[config.mk]
export PLATFORM = sky130hd
export DESIGN_NAME = mem_access_unit
export DESIGN_NICKNAME = d
export VERILOG_FILES = /design/src/rtl/mem_access_unit.sv
export SDC_FILE = /design/constraint.sdc
export NUM_CORES = 1
export LEC_CHECK = 0
export BUFFER_PORTS_ARGS = -buffer_cell sky130_fd_sc_hd__buf_4
export CAP_MARGIN = 20
export CORE_ASPECT_RATIO = 0.6
export CORE_MARGIN = 5
export CORE_UTILIZATION = 48
export CTS_BUF_LIST = sky130_fd_sc_hd__clkbuf_4 sky130_fd_sc_hd__clkbuf_8
export DETAILED_ROUTE_END_ITERATION = 7
export HOLD_SLACK_MARGIN = 0.08
export PLACE_DENSITY_LB_ADDON = 0.25
export SLEW_MARGIN = 20
export SYNTH_ARGS = -nofsm -noshare
export SYNTH_HDL_FRONTEND = slang
export SYNTH_SLANG_ARGS = --single-unit
[constraint.sdc]
create_clock -name clk -period 1.8 [get_ports clk]
set_clock_uncertainty 0.2 [all_clocks]
set_input_delay 0.09 -clock clk [delete_from_list [all_inputs] [get_ports clk]]
set_output_delay 0.09 -clock clk [all_outputs]
set_load 0.01 [all_outputs]
[src/rtl/mem_access_unit.sv]
// Load/store front end for the 256-byte data memory: sequences LOAD/STORE/PUSH/POP,
// owns the stack pointer and suppresses repeat writes from the same program counter.
module mem_access_unit #(
  parameter int unsigned    AW       = 8,
  parameter int unsigned    DW       = 8,
  parameter int unsigned    PCW      = 12,
  parameter logic [AW-1:0]  SP_RESET = 8'hFF,
  parameter logic [AW-1:0]  SP_LIMIT = 8'hC0
) (
  input  logic           clk,
  input  logic           rst_n,
  input  logic           req_valid,
  output logic           req_ready,
  input  logic [1:0]     req_op,
  input  logic [AW-1:0]  req_addr,
  input  logic [DW-1:0]  req_wdata,
  input  logic [PCW-1:0] prog_ctr,
  output logic           rsp_valid,
  output logic [DW-1:0]  rsp_data,
  output logic           rsp_err,
  output logic [AW-1:0]  sp_out,
  output logic [AW-1:0]  mem_addr,
  output logic [DW-1:0]  mem_dat_in,
  output logic           mem_wr_en,
  input  logic [DW-1:0]  mem_dat_out
);

  typedef enum logic [1:0] {IDLE, ACCESS, RESP} state_e;
  typedef enum logic [1:0] {OP_LOAD = 2'b00, OP_STORE = 2'b01,
                            OP_PUSH = 2'b10, OP_POP = 2'b11} op_e;

  // Stack is full when the pointer sits one below the floor.
  localparam logic [AW-1:0] SP_FULL = SP_LIMIT - AW'(1);

  state_e         state_q, state_d;
  op_e            op_q, op_d;
  logic           dup_q, dup_d;
  logic [PCW-1:0] last_pc_q, last_pc_d;

  logic           req_ready_d, rsp_valid_d, rsp_err_d, mem_wr_en_d;
  logic [DW-1:0]  rsp_data_d, mem_dat_in_d;
  logic [AW-1:0]  sp_d, mem_addr_d;
  logic           req_dup_c, ovf_c, unf_c;

  // State and every output are registered; memory controls are set up on the accept edge.
  always_ff @(posedge clk or negedge rst_n) begin
    if (!rst_n) begin
      state_q    <= IDLE;
      op_q       <= OP_LOAD;
      dup_q      <= 1'b0;
      last_pc_q  <= '1;
      req_ready  <= 1'b1;
      rsp_valid  <= 1'b0;
      rsp_data   <= '0;
      rsp_err    <= 1'b0;
      sp_out     <= SP_RESET;
      mem_addr   <= '0;
      mem_dat_in <= '0;
      mem_wr_en  <= 1'b0;
    end else begin
      state_q    <= state_d;
      op_q       <= op_d;
      dup_q      <= dup_d;
      last_pc_q  <= last_pc_d;
      req_ready  <= req_ready_d;
      rsp_valid  <= rsp_valid_d;
      rsp_data   <= rsp_data_d;
      rsp_err    <= rsp_err_d;
      sp_out     <= sp_d;
      mem_addr   <= mem_addr_d;
      mem_dat_in <= mem_dat_in_d;
      mem_wr_en  <= mem_wr_en_d;
    end
  end

  // Next-state and next-output logic.
  always_comb begin
    state_d      = state_q;
    op_d         = op_q;
    dup_d        = dup_q;
    last_pc_d    = last_pc_q;
    req_ready_d  = 1'b0;
    rsp_valid_d  = 1'b0;
    rsp_data_d   = rsp_data;
    rsp_err_d    = rsp_err;
    sp_d         = sp_out;
    mem_addr_d   = '0;
    mem_dat_in_d = '0;
    mem_wr_en_d  = 1'b0;
    req_dup_c    = (prog_ctr == last_pc_q);
    ovf_c        = (sp_out == SP_FULL);
    unf_c        = (sp_out == SP_RESET);

    unique case (state_q)
      IDLE: begin
        req_ready_d = 1'b1;
        if (req_valid) begin
          state_d     = ACCESS;
          req_ready_d = 1'b0;
          op_d        = op_e'(req_op);
          dup_d       = req_dup_c;
          if (!req_dup_c) last_pc_d = prog_ctr;
          unique case (op_e'(req_op))
            OP_LOAD:  mem_addr_d = req_addr;
            OP_STORE: begin
              mem_addr_d   = req_addr;
              mem_dat_in_d = req_wdata;
              mem_wr_en_d  = !req_dup_c;
            end
            OP_PUSH: begin
              mem_addr_d   = sp_out;
              mem_dat_in_d = req_wdata;
              mem_wr_en_d  = !req_dup_c && !ovf_c;
            end
            OP_POP:   mem_addr_d = sp_out + AW'(1);
          endcase
        end
      end
      ACCESS: begin
        state_d     = RESP;
        rsp_valid_d = 1'b1;
        rsp_err_d   = 1'b0;
        // A repeated PC leaves the stack pointer and previous response data untouched.
        if (!dup_q) begin
          rsp_data_d = '0;
          unique case (op_q)
            OP_LOAD:  rsp_data_d = mem_dat_out;
            OP_STORE: rsp_data_d = '0;
            OP_PUSH: begin
              if (ovf_c) rsp_err_d = 1'b1;
              else       sp_d      = sp_out - AW'(1);
            end
            OP_POP: begin
              if (unf_c) begin
                rsp_err_d = 1'b1;
              end else begin
                rsp_data_d = mem_dat_out;
                sp_d       = sp_out + AW'(1);
              end
            end
          endcase
        end
      end
      RESP: begin
        state_d     = IDLE;
        req_ready_d = 1'b1;
      end
      default: state_d = IDLE;
    endcase
  end

endmodule

### Word level (Yosys, flattened, before mapping)

Cells that the tools add are included.

| word-level totals | value |
|---|---|
| register bits after elaboration | 53 |
| logic and storage cells | 65 |

| operators by class | value |
|---|---|
| reductions and logical operators | 13 |
| bitwise logic cells | 2 |
| add/subtract/negate cells | 2 |
| eq/ne operators | 13 |
| mux-type cells | 23 |

Operator list:

| kind | number |
|---|---|
| 8-bit two-way mux | 8 |
| 8-bit one-hot mux with 2 select lines | 2 |
| 8-bit one-hot mux with 3 select lines | 1 |
| 8-bit equality test, second input constant | 2 |
| 12-bit equality test | 1 |
| 2-bit equality test, second input constant | 5 |
| 8-bit by 1-bit adder with 8-bit output, second input constant | 1 |
| 8-bit by 1-bit subtractor with 8-bit output, second input constant | 1 |
| 1-bit two-way mux | 7 |
| 2-bit logical NOT | 3 |
| 2-bit inequality test, second input constant | 3 |
| 1-bit one-hot mux with 2 select lines | 3 |
| 5-bit AND reduction | 1 |
| 2-bit by 1-bit equality test with 1-bit output, second input constant | 2 |
| 2-bit one-hot mux with 2 select lines | 1 |
| 2-bit AND reduction | 2 |
| 2-bit OR reduction | 2 |
| 3-bit AND reduction | 1 |
| 1-bit logical NOT | 2 |
| 2-bit two-way mux | 1 |
| 1-bit inverter | 2 |
| 2-bit nonzero test | 1 |
| 1-bit logical AND | 1 |

### Logic depth before layout (Yosys ltp)

Gate-level depths: netlist (run 1).

| depth | value |
|---|---|
| depth after elaboration | 6 |
| mapped depth | 6 |
| gate-level depth less buffers | 6 |

### Worst setup path after synthesis (run 1)

OpenSTA, ideal clock, no wires.

| path | value |
|---|---|
| path kind | register to register |
| from | reg sp_out[0] |
| to | reg mem_wr_en |
| cell stages (with the launch flop) | 6 |
| data required time | 1480 ps |
| period minus slack after synthesis | 1952 ps |
| path slack | -152 ps |
| buffers on the path | 0 |
| data arrival time | 1632 ps |
| cell sequence | dfstp_2 ha_1 nand4_1 or4_1 a21oi_1 and3b_1 |

| between the ends | value |
|---|---|
| cells in the longest elaborated chain, start to end | 6 |

RTL lines:

| item | RTL line | text |
|---|---|---|
| from (decl) | 21 | `output logic [AW-1:0] sp_out,` |
| from (signal assigned) | 69 | `sp_out <= sp_d;` |
| 8-bit equality test | 91 | `ovf_c = (sp_out == SP_FULL);` |
| 1-bit logical NOT | 113 | `mem_wr_en_d = !req_dup_c && !ovf_c;` |
| 1-bit logical AND | 113 |  |
| 1-bit one-hot mux with 2 select lines | 103 | `unique case (op_e'(req_op))` |
| 1-bit two-way mux | 97 | `if (req_valid) begin` |
| 1-bit two-way mux | 94 | `unique case (state_q)` |
| via mem_wr_en_d | 40 | `logic req_ready_d, rsp_valid_d, rsp_err_d, mem_wr_en_d;` |
| to (signal assigned) | 72 | `mem_wr_en <= mem_wr_en_d;` |
| to (decl) | 24 | `output logic mem_wr_en,` |

The timed path passes the listed nets, and every way through them passes these cells.
A chain may end at the register's enable or synchronous reset.

### Worst setup path after layout (run 1)

| path | value |
|---|---|
| from | reg sp_out[1] |
| to | reg mem_wr_en |

The elaborated chain is that of the path after synthesis.

==> summary.md, run 1 <==
| Metric | Value |
|---|---|
| Violated checks | setup timing |
| Clk slew on worst S/H paths | 0.10 ns |
| P per Cell Area | 1147 mW/mm^2 |
| PortBufs | 76 |
| Startpoint Class | flip-flop |
| Seq/Total Area, Yosys | 0.5116 |
| Number of global-route vias before repair | 2,364 |
| Synthesized flop and latch total | 53 |
| Start of the worst register-to-register path | sp_out[1] |
| Critical Path Source | sp_out[1] |
| WP data required | 1.80 ns |
| Core area | 0.005205 sq mm |
| Area added between synthesis and finish | 54.80% |
| Post-Layout Cell Count | 453 |
| Ys Warns | 0 |
| Starting Density | 0.5079 |
| Vias/cell | 4.971 |
| Synth Area in Simple Gates | 0.1699 |
| DRC Markers | 0 |
| Initial antenna violation count | 0 |
| Pleak | 1.951 nW |
| Dpl ws | -0.04966 ns |
| GR Overflow Total | 0 |
| FF-to-FF End | mem_wr_en |
| Hold Path Class | in -> async |
| Fin Setup TNS | -0.2628 ns |
| Clock tree buffer depth | 2 |
| Switching Fraction | 0.3546 |
| Vias | 2,252 |
| Worst setup margin | -0.08253 ns |
| Worst Path Arrival | 1.89 ns |
| # IOs | 77 |
| Final nets | 435 |
| R2r setup slk | -0.08 ns |
| Drt first-iter violations | 98 |
| Final hold viol count | 0 |
| Post-synthesis compound-gate area fraction | 0.1159 |
| Switching pwr | 1.665 mW |
| Main combinational cell family by area after synthesis | simple AND/OR/NAND/NOR gates |
| Max FO, Critical Path | 3 |
| Crit path to | mem_wr_en |
| Die Y | 67.49 microns |
| TritonCTS sink count | 53 |
| CP Capture Type | flip-flop |
| Placed insts | 401 |
| Largest net degree at the start of global routing | 54 |
| Synth Area in XOR/XNOR | 0.07951 |
| Clk_lat worst skew | 0.31 ns |
| Drt first pass iters | 4 |
| Core Rows | 20 |
| Maximum vdd drop | 670.3 uV |
| Synth Area in Adders | 0.03786 |
| Sequential share of power | 0.389 |
| Mapped Area | 0.002644 sq mm |
| Share of layout cells above drive strength 1 | 0.4341 |
| CP peak stage delay | 0.57 ns |
| Relative slew margins | 0.5738 |
| CTS tree | done |
| RSZ-0062 raised after global routing | yes |
| ANT nets after route | 0 |
| Final WL | 7053 microns |
| Post-synth cell types | 46 |
| # H-tree levels | 2 |
| Fmax | 531.2 MHz |
| Max-Cap Viols | 0 |
| Worst R2R Path Depth | 5 |
| Mean Syn Cell Area | 10.84 sq um |
| CTS Buf Count | 5 |
| Design Power | 4.695 mW |
| Dpl hpwl | 4741 microns |
| Asr flop ratio synth | 1.000 |
| Die area | 0.007141 sq mm |
| Final Critical Period | 1.883 ns |
| Root Driver | clkbuf_8 |
| Synth Instances | 244 |
| Ant diodes | 0 |
| Clock power frac | 0.176 |
| Ys flop type | dfrtp_1 |
| Gr usage total | 0.2071 |
| Crit path kind | reg -> reg |
| Worst-path cell with the longest stage delay | dfstp_2 |
| Int Pwr | 3.030 mW |
| Post-synth EDFFs | 0 |
| Setup violations, final | 9 |
| Crit share post-route | 1.046 |
| Routability cong. | 0.9005 |
| Comb power frac | 0.436 |
| Worst-Margin Slew | 0.6393 ns |
| Die X-Extent | 105.8 microns |
| Fin. max-slew vios | 0 |
| Total nets after synthesis | 293 |
| Crit-path cells | ha_4 -> nand4_1 -> or4_1 -> a21oi_1 -> and3b_1 |
| Status | finished, violations left |
| First-pass GRT wire length | 11,520 microns |
| Mux cell area share after synthesis | 0.02082 |
| Avg WL per Cell | 15.57 microns |
==> cell families after synthesis <==
logic type | count (synthesis)
xor gates and xnor gates | 24
DFF | 53
and+or+nand+nor | 84
buffers and inverters | 28
muxes | 5
AOI/OAI and AO/OA | 42
adders and majority gates | 8
==> placed cells by master (no fill, tap or decap), types with 2 or more instances in the layout <==
| cell | count |
|---|---|
| dfstp_2 | 21 |
| nand2_1 | 39 |
| xor2_1 | 13 |
| nand3_2 | 3 |
| nor2_1 | 6 |
| ha_4 | 2 |
| nand4_1 | 2 |
| o22ai_1 | 3 |
| xnor2_1 | 8 |
| nor3_1 | 3 |
| dfrtp_1 | 32 |
| nor4_2 | 4 |
| a21oi_1 | 8 |
| dlygate4sd3_1 | 40 |
| a22o_1 | 8 |
| o21ai_0 | 3 |
| buf_4 | 106 |
| mux2_2 | 4 |
| nand3_1 | 5 |
| xnor2_2 | 2 |
| clkbuf_8 | 5 |
| and2_1 | 8 |
| ha_1 | 6 |
| o211ai_2 | 2 |
| a22oi_1 | 7 |
| inv_1 | 15 |
| o21ai_1 | 2 |
==> worst max-delay path: cells and delay by family (launching register included) <==
kind	cells	cell delay (ns)
simple gates	3	0.73
flops	1	0.57
compound gates	1	0.14
fa+ha+maj	1	0.13
==> how the worst min path moves through the flow <==
stage          start            end  cells past startpoint
2_1_floorplan  rst_n          dup_q                      0
3_3_place_gp   rst_n    rsp_data[7]                      1
3_5_place_dp   rst_n    rsp_data[7]                      1
4_1_cts        rst_n  mem_dat_in[4]                      2
5_1_grt        rst_n    rsp_data[7]                      2
6_report       rst_n    rsp_data[7]                      2
==> registers in the layout, indices dropped and copies added, names as in the netlist <==
signal      cells
dup_q           1
last_pc_q      12
mem_addr        8
mem_dat_in      8
mem_wr_en       1
op_q            2
req_ready       1
rsp_data        8
rsp_err         1
rsp_valid       1
sp_out          8
state_q         2
==> repair_timing <==
item,in CTS,in global routing
buffers inserted,0,4
gates resized for setup,5,23
gates cloned,0,0
hold buffers,40,0
hold endpoints to repair,93,0
pin swaps,4,11
endpoints found under the setup margin,18,25
==> stage by stage <==
step	hold WS, ns	instance area [sq um]	util
6_report	0.1380	4093	0.7863
5_1_grt	0.2201	4093	0.7863
3_5_place_dp	-0.03692	3402	0.6536
3_3_place_gp	-0.02993	3402	0.6536
2_1_floorplan	-0.4056	2656	-
4_1_cts	0.1637	3939	0.7567
==> layout make-up <==
cell class | instances | area (sq um)
clock buffers | 5 | 68.82
clock inverters | 3 | 46.29
fillers | 333 | 1112
inverters | 16 | 60.06
multi-input cells | 163 | 1275
flip-flops and latches | 53 | 1353
well taps | 66 | 82.58
repair buffers | 147 | 1207
==> cell usage after synthesis, drive strengths merged, types with 7 or more instances <==
master  instances  area, sq um
a22o            8        70.07
xnor2          10        87.58
and2            8        50.05
a22oi           7        52.55
nor2            8        46.30
inv            16        60.05
dfstp          21        551.8
nand2          40        157.6
a21oi           8        40.04
nand3           8        40.04
clkbuf          9        83.83
dfrtp          32        800.8
xor2           14        122.6
ha              8        100.1
==> power by group through the flow <==
stage                     clock network [mW]  logic (mW)  registers (mW)
final                                  0.825        2.05            1.82
after global routing                   0.895        2.22            1.86
after CTS                              0.847        1.87            1.80
after detailed placement                   0        1.78            1.81
after global placement                     0        1.75            1.80
after floorplan                            0       0.974            1.87
==> layer usage <==
layer / wire length (microns) / global-route usage / part of all wire / vias up
li1: - / - / - / 1115
met1: 3247 / 0.2754 / 0.46 / 1049
met2: 3126 / 0.3349 / 0.44 / 82
met3: 617 / 0.06399 / 0.087 / 6
met4: 61 / 0.05331 / 0.0086 / 0
met5: 0 / 0 / 0 / -
(Power assumes the default switching activity.)
==> run 2, diff against run 1 <==
- CORE_UTILIZATION: 48 -> 54
- MAX_ROUTING_LAYER: default -> met4
- clock period: 1.8 -> 2.1 ns (I/O delays scaled with it)
==> run 2 against run 1 <==
Against the previous run:
- the flow now finishes without violations
- via count fell by 1.5%
- die area fell by 9.8%
- total power fell by 25%
- sequential share of layout area rose by 3.3 points
- clock power fell by 26%
- first-iteration DRC count rose by 29%
- final cell count fell by 6.4%
- clock-buffer cell count rose by 1
- setup slack improved by 0.19 ns
- non-clock buffer count fell by 26
- sequential cell count did not move
- critical path type unchanged
==> summary.md, run 2 (same netlist as run 1, synthesis figures left out) <==
| Metric | Value |
|---|---|
| Die Y | 64.20 microns |
| Crit path kind | reg -> reg |
| Core Rows | 19 |
| Dpl hpwl | 4319 microns |
| Clk slew on worst S/H paths | 0.10 ns |
| DRC Markers | 0 |
| Max-Cap Viols | 0 |
| CTS Buf Count | 5 |
| Starting Density | 0.5674 |
| RSZ-0062 raised after global routing | no |
| Fin Setup TNS | 0 ns |
| DP Area | 0.003221 sq mm |
| Status | finished clean |
| WP data required | 2.12 ns |
| Hold Path Class | in -> async |
| Fill cell count | 299 |
| Startpoint Class | flip-flop |
| ANT nets after route | 0 |
| Most common cell after layout, fill and taps aside | buf_4 |
| Max FO, Critical Path | 7 |
| Final nets | 409 |
| Worst-path cell with the longest stage delay | dfstp_2 |
| Fin. max-slew vios | 0 |
| # H-tree levels | 2 |
| Worst Path Arrival | 2.01 ns |
| Die area | 0.006441 sq mm |
| Max reg flops | 12 |
| Biggest register | last_pc_q |
| Final Critical Period | 1.997 ns |
| Start of the worst register-to-register path | sp_out[0] |
| Ant diodes | 0 |
| Vias | 2,219 |
| Crit-path cells | ha_1 -> nand4_1 -> or4_1 -> a21oi_1 -> and3b_1 |
| Routability cong. | 0.8667 |
| Vias/cell | 5.233 |
| # IOs | 77 |
| Worst R2R Path Depth | 5 |
| Final WL | 6665 microns |
| Gr usage total | 0.2233 |
| Clock tree buffer depth | 2 |
| Final hold viol count | 0 |
| Maximum vdd drop | 564.3 uV |
| Drt first pass iters | 4 |
| CP Capture Type | flip-flop |
| Largest net degree at the start of global routing | 54 |
| Die X-Extent | 100.3 microns |
| Clk_lat worst skew | 0.31 ns |
| CP peak stage delay | 0.61 ns |
| Initial antenna violation count | 0 |
| Relative slew margins | 0.5631 |
| TritonCTS sink count | 53 |
| Setup violations, final | 0 |
| R2r setup slk | 0.10 ns |
| Number of global-route vias before repair | 2,223 |
| Core area | 0.004659 sq mm |
| Area added between synthesis and finish | 40.80% |
| Buf/Inv on CP | 0 |
| Final Cell Area | 0.003722 sq mm |
| Worst-Margin Slew | 0.6553 ns |
| Avg WL per Cell | 15.72 microns |
| FF-to-FF End | mem_wr_en |
| Share of layout cells above drive strength 1 | 0.3435 |
| Drt first-iter violations | 126 |
| PortBufs | 76 |
| First-pass GRT wire length | 10,930 microns |
| P per Cell Area | 949.3 mW/mm^2 |
| Fmax | 500.6 MHz |
| Pleak | 1.792 nW |
| Crit share post-route | 0.9512 |
| Delay-heaviest family, CP | simple AND/OR/NAND/NOR gates |
| Root Driver | clkbuf_8 |
| Most frequent cells in the layout | buf_4, dlygate4sd3_1, nand2_1 |
| GR Overflow Total | 0 |
| CTS tree | done |
| Design Power | 3.534 mW |
run 2: cell count changes in the layout (fill, tap and decap cells not counted), sizes merged:
cell	change
buf	-26
clkinv	+1
clkbuf	+1
clkinvlp	-1
bufinv	-1
run 2: worst max path at each step:
stage	startpoint	endpoint	slack, ns	depth (start not counted)
3_3_place_gp	sp_out[0]	mem_wr_en	0.14	5
3_5_place_dp	sp_out[0]	rsp_data[2]	0.07	5
6_report	sp_out[0]	mem_wr_en	0.10	5
5_1_grt	sp_out[0]	mem_wr_en	0.002	5
4_1_cts	sp_out[0]	rsp_data[5]	0.05	5
2_1_floorplan	sp_out[0]	mem_wr_en	0.15	5
run 2: repair_timing:
item,in CTS,in global routing
gates resized for setup,0,1
hold endpoints to repair,93,0
endpoints found under the setup margin,0,8
hold buffers,40,0
buffers inserted,0,0
run 2: cell type report:
class | count | area, sq um | share of cell area
repair buffers | 121 | 1008 | 0.2709
well taps | 63 | 78.83 | 0.02118
clock inverters | 2 | 13.76 | 0.003697
multi-input cells | 163 | 1126 | 0.3025
flip-flops and latches | 53 | 1353 | 0.3634
clock buffers | 6 | 82.58 | 0.02218
inverters | 16 | 60.06 | 0.01613
run 2: worst reg2reg max path: stages (launching register included):
cell	delay [ns]
dfstp_2	0.61
ha_1	0.19
nand4_1	0.16
or4_1	0.44
a21oi_1	0.14
and3b_1	0.18
run 2: through the flow:
step	setup WS (ns)	utilization	hold WS, ns	std cells
final	0.1025	0.7989	0.1631	424
after floorplan	0.1479	-	-0.3906	244
after global placement	0.1429	0.6912	-0.02630	376
after global routing	0.001751	0.7989	0.2089	424
after CTS	0.04814	0.7978	0.1709	424
after detailed placement	0.07260	0.6912	-0.02199	376
run 2: per-layer routing:
metal  track usage  vias to the layer above  routed length [microns]
li1              -                     1062                        -
met5             -                        -                        0
met3       0.05435                       14                      456
met1        0.3079                     1056                     3117
met4       0.06723                        0                      133
met2        0.3267                       87                     2958
run 2: power by group:
part,switching (mW),internal [mW]
logic,0.645,0.669
registers,0.258,1.35
clock network,0.345,0.268
total,1.25,2.29
==> run 3, diff against run 2 <==
- CELL_PAD_IN_SITES_DETAIL_PLACEMENT: default -> 0
- CELL_PAD_IN_SITES_GLOBAL_PLACEMENT: default -> 1
- CORE_UTILIZATION: 54 -> 41
==> run 3 against run 2 <==
Against the previous run:
- sequential cell count did not move
- first-iteration DRC count fell by 23%
- die area up 27%
- critical path type unchanged
- critical endpoint unchanged
==> summary.md, run 3 (same netlist as run 1, synthesis figures left out) <==
| Metric | Value |
|---|---|
| Status | finished clean |
| Root Driver | clkbuf_8 |
| Final hold viol count | 0 |
| Largest net degree at the start of global routing | 54 |
| Core area | 0.006193 sq mm |
| Met2 Wirelength | 2650 microns |
| Worst-path cell with the longest stage delay | dfstp_2 |
| # IOs | 77 |
| FF-to-FF End | mem_wr_en |
| Top layer in use | met3 |
| Drt first pass iters | 4 |
| Max-Cap Viols | 0 |
| Setup Fix Bufs, Post-CTS | 0 |
| Worst-Margin Slew | 0.6539 ns |
| # H-tree levels | 2 |
| Maximum vdd drop | 438.6 uV |
| TritonCTS sink count | 53 |
| Crit share post-route | 0.9593 |
| Fin. max-slew vios | 0 |
| Drt first-iter violations | 97 |
| Biggest register | last_pc_q |
| First-pass GRT wire length | 10,610 microns |
| Most frequent cells in the layout | buf_4, dlygate4sd3_1, nand2_1 |
| Max reg flops | 12 |
| Gr usage total | 0.1653 |
| Share of layout cells above drive strength 1 | 0.3507 |
| Final WL | 6467 microns |
| Design Power | 3.526 mW |
| Worst setup margin | 0.08554 ns |
| Clock tree buffer depth | 2 |
| GR Overflow Total | 0 |
| Hold WS | 0.1759 ns |
| Routability cong. | 0.8351 |
| Max FO, Critical Path | 7 |
| Met3 WL | 327 microns |
| DRC Markers | 0 |
| Final nets | 413 |
| Setup violations, final | 0 |
| Worst R2R Path Depth | 5 |
| Vias | 2,149 |
| PortBufs | 76 |
| R2r setup slk | 0.09 ns |
| Avg WL per Cell | 14.40 microns |
| Start of the worst register-to-register path | sp_out[1] |
| P per Cell Area | 935.2 mW/mm^2 |
| Startpoint Class | flip-flop |
| Crit path kind | reg -> reg |
| CTS Buf Count | 5 |
| Clk slew on worst S/H paths | 0.10 ns |
| Fin Setup TNS | 0 ns |
| Dpl hpwl | 4491 microns |
| Ant diodes | 0 |
| Dpl ws | 0.1122 ns |
| Core Rows | 22 |
| Routed length on met1 | 3489 microns |
| Starting Density | 0.4269 |
| Final Critical Period | 2.014 ns |
| Fmax | 496.4 MHz |
| CP peak stage delay | 0.61 ns |
| Worst Path Arrival | 2.01 ns |
| Initial antenna violation count | 0 |
| Pleak | 1.805 nW |
| Die X-Extent | 113.7 microns |
| CP Capture Type | flip-flop |
| Relative slew margins | 0.5641 |
| Die Y | 72.20 microns |
| Hold Path Class | in -> async |
| Vias/cell | 4.786 |
| Most common cell after layout, fill and taps aside | buf_4 |
| Number of global-route vias before repair | 2,160 |
| Clk_lat worst skew | 0.30 ns |
| CTS tree | done |
| WP data required | 2.10 ns |
| Die area | 0.008207 sq mm |
| Area added between synthesis and finish | 42.59% |
| ANT nets after route | 0 |
| Crit-path cells | ha_1 -> nand4_1 -> or4_1 -> a21oi_1 -> and3b_1 |
| RSZ-0062 raised after global routing | yes |
run 3: changes by cell type in the layout (fill, tap and decap cells not counted):
cell / previous run / this run
buf_4: 81 / 85
clkbuf_4: 0 / 2
and4_1: 1 / 0
and4_2: 0 / 1
clkbuf_8: 6 / 5
clkinv_2: 1 / 0
clkinv_4: 1 / 0
clkinvlp_4: 0 / 1
o31ai_1: 0 / 1
o31ai_2: 1 / 0
run 3: worst max-delay path by stage:
stage                     startpoint          end  slack [ns]  cells after the start
final                      sp_out[1]    mem_wr_en        0.09                      5
after CTS                  sp_out[1]    sp_out[1]        0.08                      6
after floorplan            sp_out[0]    mem_wr_en        0.15                      5
after detailed placement   sp_out[1]  rsp_data[6]        0.11                      5
after global routing       sp_out[1]  rsp_data[5]      -0.006                      5
after global placement     sp_out[1]    mem_wr_en        0.14                      5
run 3: area by class of cell:
type                    count  area (sq um)
inverters                  16         60.06
repair buffers            125          1039
flip-flops and latches     53          1353
clock buffers               7         83.83
clock inverters             1         7.507
multi-input cells         163          1122
well taps                  84         105.1
fillers                   533          2424
run 3: timing repair:
item | in CTS | in global routing
endpoints found under the hold margin | 92 | 0
resized for setup | 0 | 1
hold buffers | 40 | 0
endpoints found under the setup margin | 0 | 5
run 3: critical path, delay by kind of cell, from the launching register on:
family,cells,cell delay [ns]
simple gates,3,0.77
compound gates,1,0.14
fa+ha+maj,1,0.18
flops,1,0.61
run 3: per-stage QoR:
stage / util / area (sq um) / cells
2_1_floorplan: - / 2644 / 244
3_3_place_gp: 0.5291 / 3277 / 401
3_5_place_dp: 0.5291 / 3277 / 401
4_1_cts: 0.6085 / 3769 / 449
5_1_grt: 0.6087 / 3770 / 449
6_report: 0.6087 / 3770 / 449
run 3: power by group:
group	internal, mW	leakage, nW	switching, mW
Clock	0.263	0.0453	0.329
Combinational	0.686	1.11	0.656
Sequential	1.35	0.651	0.244
run 3: layer usage:
| layer | up-vias | GRT usage |
|---|---|---|
| met3 | 0 | 0.03333 |
| met4 | 0 | 0.008000 |
| li1 | 1069 | - |
| met1 | 1018 | 0.2495 |
| met2 | 62 | 0.2414 |
| met5 | - | - |
